===== src/rtl/glitch_pkg.sv =====
// Shared types and constants for the glitch pulse path.
package glitch_pkg;

   // Controller state; encoding is fixed so status decode stays stable.
   typedef enum logic [1:0] {
      StIdle  = 2'd0,
      StArmed = 2'd1,
      StDelay = 2'd2,
      StPulse = 2'd3
   } state_e;

   // Edge-select encodings for the trigger qualifier.
   localparam logic EDGE_RISE = 1'b0;
   localparam logic EDGE_FALL = 1'b1;

endpackage


===== src/rtl/edge_detect.sv =====
// Trigger edge qualifier: remembers the previous trigger level every cycle and
// reports the selected transition as a single-cycle combinational pulse.
module edge_detect
   import glitch_pkg::*;
(
   input  logic clk,
   input  logic rst_n,
   input  logic in,
   input  logic sel,
   output logic pulse
);

   logic trig_prev_q, trig_prev_d;

   // Previous level tracks the input unconditionally, so a level that is
   // already present when arming never looks like a fresh transition.
   always_comb begin
      trig_prev_d = in;
   end

   // Previous-level register.
   always_ff @(posedge clk or negedge rst_n) begin
      if (!rst_n) begin
         trig_prev_q <= 1'b0;
      end else begin
         trig_prev_q <= trig_prev_d;
      end
   end

   // Selected transition decode.
   always_comb begin
      pulse = 1'b0;
      if (sel == EDGE_FALL) begin
         pulse = ~in & trig_prev_q;
      end else begin
         pulse = in & ~trig_prev_q;
      end
   end

endmodule


===== src/rtl/glitch_pulse_gen.sv =====
// Single-shot glitch timing core: waits for a qualified trigger edge while
// armed, counts a programmable delay, then drives one pulse of programmable
// width and flags completion.
module glitch_pulse_gen
   import glitch_pkg::*;
#(
   parameter int unsigned DELAY_W = 16,
   parameter int unsigned WIDTH_W = 8
) (
   input  logic               clk,
   input  logic               rst_n,
   input  logic               trig_in,
   input  logic               edge_sel,
   input  logic               arm,
   input  logic               abort,
   input  logic [DELAY_W-1:0] delay,
   input  logic [WIDTH_W-1:0] width,
   output logic               glitch_out,
   output logic               armed,
   output logic               busy,
   output logic               done
);

   state_e               state_q, state_d;
   logic [DELAY_W-1:0]   cnt_q, cnt_d;
   logic [DELAY_W-1:0]   delay_q, delay_d;
   logic [WIDTH_W-1:0]   width_q, width_d;
   logic                 sel_q, sel_d;
   logic                 glitch_q, glitch_d;
   logic                 done_q, done_d;
   logic                 edge_hit;
   logic [DELAY_W-1:0]   width_last;

   edge_detect u_edge_detect (
      .clk   (clk),
      .rst_n (rst_n),
      .in    (trig_in),
      .sel   (sel_q),
      .pulse (edge_hit)
   );

   // width_q is never 0, so the last pulse count cannot underflow.
   assign width_last = DELAY_W'(width_q) - DELAY_W'(1);

   // Next-state, counter and parameter-latch logic; abort overrides all.
   always_comb begin
      state_d  = state_q;
      cnt_d    = cnt_q;
      delay_d  = delay_q;
      width_d  = width_q;
      sel_d    = sel_q;
      glitch_d = glitch_q;
      done_d   = 1'b0;

      if (abort) begin
         state_d  = StIdle;
         glitch_d = 1'b0;
         cnt_d    = '0;
      end else begin
         unique case (state_q)
            StIdle: begin
               if (arm) begin
                  sel_d   = edge_sel;
                  delay_d = delay;
                  width_d = (width == '0) ? WIDTH_W'(1) : width;
                  state_d = StArmed;
               end
            end
            StArmed: begin
               if (edge_hit) begin
                  cnt_d   = '0;
                  state_d = StDelay;
               end
            end
            StDelay: begin
               // delay_q fits in the counter, so the compare fires before wrap.
               if (cnt_q == delay_q) begin
                  glitch_d = 1'b1;
                  cnt_d    = '0;
                  state_d  = StPulse;
               end else begin
                  cnt_d = cnt_q + DELAY_W'(1);
               end
            end
            StPulse: begin
               if (cnt_q == width_last) begin
                  glitch_d = 1'b0;
                  done_d   = 1'b1;
                  cnt_d    = '0;
                  state_d  = StIdle;
               end else begin
                  cnt_d = cnt_q + DELAY_W'(1);
               end
            end
         endcase
      end
   end

   // State, counter, latched parameters and registered outputs.
   always_ff @(posedge clk or negedge rst_n) begin
      if (!rst_n) begin
         state_q  <= StIdle;
         cnt_q    <= '0;
         delay_q  <= '0;
         width_q  <= WIDTH_W'(1);
         sel_q    <= EDGE_RISE;
         glitch_q <= 1'b0;
         done_q   <= 1'b0;
      end else begin
         state_q  <= state_d;
         cnt_q    <= cnt_d;
         delay_q  <= delay_d;
         width_q  <= width_d;
         sel_q    <= sel_d;
         glitch_q <= glitch_d;
         done_q   <= done_d;
      end
   end

   // Status outputs decode from state flops only.
   always_comb begin
      glitch_out = glitch_q;
      done       = done_q;
      armed      = (state_q == StArmed);
      busy       = (state_q != StIdle);
   end

endmodule


===== config.mk =====
export PLATFORM = sky130hd
export DESIGN_NAME = glitch_pulse_gen
export DESIGN_NICKNAME = d
export VERILOG_FILES = /design/src/rtl/glitch_pkg.sv /design/src/rtl/edge_detect.sv /design/src/rtl/glitch_pulse_gen.sv
export SDC_FILE = /design/constraint.sdc
export NUM_CORES = 1
export LEC_CHECK = 0
export CAP_MARGIN = 40
export CORE_MARGIN = 3
export CORE_UTILIZATION = 60
export CTS_BUF_LIST = sky130_fd_sc_hd__clkbuf_8
export CTS_CLUSTER_SIZE = 40
export DETAILED_ROUTE_END_ITERATION = 8
export PLACE_DENSITY = 0.85
export RECOVER_POWER = 50
export SLEW_MARGIN = 20
export SYNTH_ARGS = -nofsm -noshare
export SYNTH_HDL_FRONTEND = slang
export SYNTH_SLANG_ARGS = --single-unit

===== constraint.sdc =====
create_clock -name clk -period 6.8 [get_ports clk]
set_clock_uncertainty 0.05 [all_clocks]
set_input_delay 2.04 -clock clk [delete_from_list [all_inputs] [get_ports clk]]
set_output_delay 2.04 -clock clk [all_outputs]
set_load 0.02 [all_outputs]

==> results.txt <==
Reg2Reg Setup Slack - 3.66 ns
Tightest Pin Transition - 1.277 ns
IO Pins - 34
Worst hold path depth - 2
RePlAce Congestion - 0.9600
Clock Tree Root - clkbuf_8
Filler cells - 300
Starting Density - 65.22%
Num CTS Buffers - 5
Clk buf depth - 2
Crit path time final - 4.284 ns
CTS tree - built
Sink Count - 46
Clk pin slew, worst setup/hold paths - 0.09 ns
Critical path peak fanout - 7
Setup crit end kind - flop
Post-cts resize count - 0
Share of cells above drive strength 1 - 16.96%
Register area share after synthesis - 42.05%
PortBufs - 33
Fmax - 233.5 MHz
Mapped cell area - 2740 sq um
Post-synth EDFFs - 0
Synthesized instance count - 259
Synth Register Bits - 46
Pins over their slew limit - 0
Pwr/cell area - 353.4 nW/um^2
CP max-delay cell - dlygate4sd3_1
Wire per inst - 16.53 microns
Worst Hold End - width_q[0]$_DFFE_PN1P_
Total GRT Usage - 22.48%
Routed wire length - 5605 microns
Util after Layout - 75.55%
Yosys cell types - 52
Fin. Hold Viols - 0
Synthesized area per cell - 10.58 sq um
Htree depth - 2
Antenna violations before repair - 0
Worst R2R Path Depth - 9
Hold_buf cts - 0
Critical path data arrival time - 4.42 ns
WHS - 0.4814 ns
Multi-input gate area - 1505 sq um
Status - finished clean
Setup violations, final - 0
Die H - 73.58 microns
Total power - 1.122 mW
DP Wirelength - 4215 microns
CP delay by family, top - simple AND/OR/NAND/NOR gates
Drc violations - 0
Placed Instances - 331
Post-route ant nets - 0
WS Path Type - in2reg
Ant. Diodes - 0
Synth warn - 0
Reg area - 1152 sq um
First-pass GRT wire length - 9321 microns
Top_reg_cell synth - dfrtp_1
Largest net degree at the start of global routing - 27
Max-Cap Viols - 0
Final setup TNS - 0 ns
Core area - 4202 sq um
Syn Nets - 296
Final Cycle Share - 62.99%
Row count - 23
Vias in the first global route - 1979
Worst path max stage delay - 0.55 ns
Skew-Pair Late Insertion Delay - 0.30 ns
Non-filler cells, final - 339
Slew HR - 14.90%
Worst setup startpoint - trig_in
DIE AREA - 5414 sq um
Peak supply drop - 0.2269 mV
Die width - 73.58 microns
Worst setup SP type - primary input
RR Startpoint - width_q[1]$_DFFE_PN0P_
Required time of the critical path - 6.94 ns
Vias - 2114
Drt pass-1 iters - 4
DR iter-0 viols - 172
Number of vias per cell - 6.236
Grt total ovfl - 0
Min-Delay Path Class - reg2reg
RR Endpoint - cnt_q[13]$_DFFE_PN0P_
RSZ-0062 raised after global routing - false
CP Cell Sequence - dlygate4sd3_1 > or3b_2 > a41oi_1 > nand3_1 > nor3_1 > nand3_1 > xor2_1 > nor2_1
# nets final - 325
CP bufs+invs - 1
Most frequent cell on the critical path - nand3_1
Hold path start - width_q[0]$_DFFE_PN1P_
Synthesis-to-finish area growth - 15.84%
Async SR Flop Fraction - 100.0%
Leakage power - 1.292 nW
Buffer count from post-CTS setup fixing - 0
-- flip-flops by register name (all words and copies together) (netlist names) --
| register | flops |
|---|---|
| done | 1 |
| state_q | 2 |
| sel_q | 1 |
| cnt_q | 16 |
| width_q | 8 |
| glitch_out | 1 |
| delay_q | 16 |
| u_edge_detect.trig_prev_q | 1 |
-- cell families (layout without fill, tap and decap cells) --
kind of cell,Yosys count,in the layout,synth area share [%]
DFF,46,46,42.05
AOI/OAI and AO/OA,37,37,12.15
muxes,26,26,10.64
buffers and inverters,21,51,3.197
adders and majority gates,7,7,3.196
and+or+nand+nor,91,91,18.86
xor gates and xnor gates,31,31,9.909
-- area by class of cell --
cell class              instances  area share [%]
flip-flops and latches         46           36.30
well taps                      50           1.971
repair buffers                 35           10.48
clock buffers                   6           2.602
clock inverters                 2          0.2759
multi-input cells             192           47.42
inverters                       8          0.9460
-- Yosys cell counts (2+ instances only) --
cell type	count	share of area [%]
a21oi_1	5	0.91
a41oi_1	3	0.96
or3_1	3	0.69
nand3_1	6	1.1
nor2_1	16	2.2
nor2b_1	8	1.8
a21o_1	2	0.55
o21a_1	2	0.55
nor3_1	6	1.1
inv_1	8	1.1
buf_2	4	0.73
o2111ai_1	2	0.64
mux2_2	25	10
a22o_1	4	1.3
clkbuf_1	8	1.1
xnor2_1	23	7.4
o21ai_1	3	0.55
o21ai_0	4	0.73
xor2_1	8	2.6
dfrtp_1	45	41
nor4_1	6	1.4
nor4_2	2	0.91
o311ai_0	2	0.64
and3_1	3	0.69
o311ai_4	2	1.9
nand2_1	19	2.6
nand4_1	9	2.1
ha_1	7	3.2
-- per-layer routing --
metal	part of all wire [%]	global-route usage, %
met3	5.6	4.104
met2	47	35.24
met4	1.8	7.445
met5	0	0
met1	45	31.43
-- power breakdown --
group / leakage [nW] / internal, mW / total, mW / switching [mW]
combinational: 0.657 / 0.252 / 0.488 / 0.236
clock: 0.0524 / 0.0806 / 0.171 / 0.0901
sequential: 0.582 / 0.362 / 0.463 / 0.100
-- how the worst max path moves through the flow --
stage	cells past startpoint	to
6_report	8	cnt_q[15]$_DFFE_PN0P_
4_1_cts	8	cnt_q[15]$_DFFE_PN0P_
2_1_floorplan	7	cnt_q[15]$_DFFE_PN0P_
5_1_grt	8	cnt_q[15]$_DFFE_PN0P_
3_3_place_gp	4	delay_q[13]$_DFFE_PN0P_
3_5_place_dp	8	cnt_q[14]$_DFFE_PN0P_
-- metrics by stage --
| step | setup slack, ns | cell area [sq um] |
|---|---|---|
| floorplan | 3.017 | 2740 |
| global placement | 2.321 | 3070 |
| detailed placement | 2.315 | 3108 |
| CTS | 2.640 | 3199 |
| global route | 2.376 | 3174 |
| finish | 2.516 | 3174 |
-- worst reg2reg max path, cell delays in order (launching register included) --
cell and delay (ns):
dfrtp_1 0.42, inv_1 0.07, ha_1 0.20, or3b_4 0.44, nor4_1 0.31, mux2i_1 0.40
o311ai_4 0.18, o311ai_4 0.50, and2_1 0.38, nor2_1 0.09
-- layout by cell type, fill, tap and decap left out, types with 3 or more instances in the layout --
| master | Yosys | final |
|---|---|---|
| dfrtp_1 | 45 | 45 |
| clkdlybuf4s50_1 | 0 | 30 |
| mux2_2 | 25 | 25 |
| xnor2_1 | 23 | 23 |
| nand2_1 | 19 | 19 |
| nor2_1 | 16 | 16 |
| inv_1 | 8 | 9 |
| nand4_1 | 9 | 9 |
| xor2_1 | 8 | 8 |
| nor2b_1 | 8 | 8 |
| ha_1 | 7 | 7 |
| nor3_1 | 6 | 6 |
| nor4_1 | 6 | 6 |
| clkbuf_8 | 0 | 6 |
| a21oi_1 | 5 | 5 |
| nand3_1 | 6 | 5 |
| o21ai_0 | 4 | 4 |
| a22o_1 | 4 | 4 |
| or3_1 | 3 | 3 |
| a41oi_1 | 3 | 3 |
| and3_1 | 3 | 3 |
| o21ai_1 | 3 | 3 |
Power figures use the tool's default switching activity.
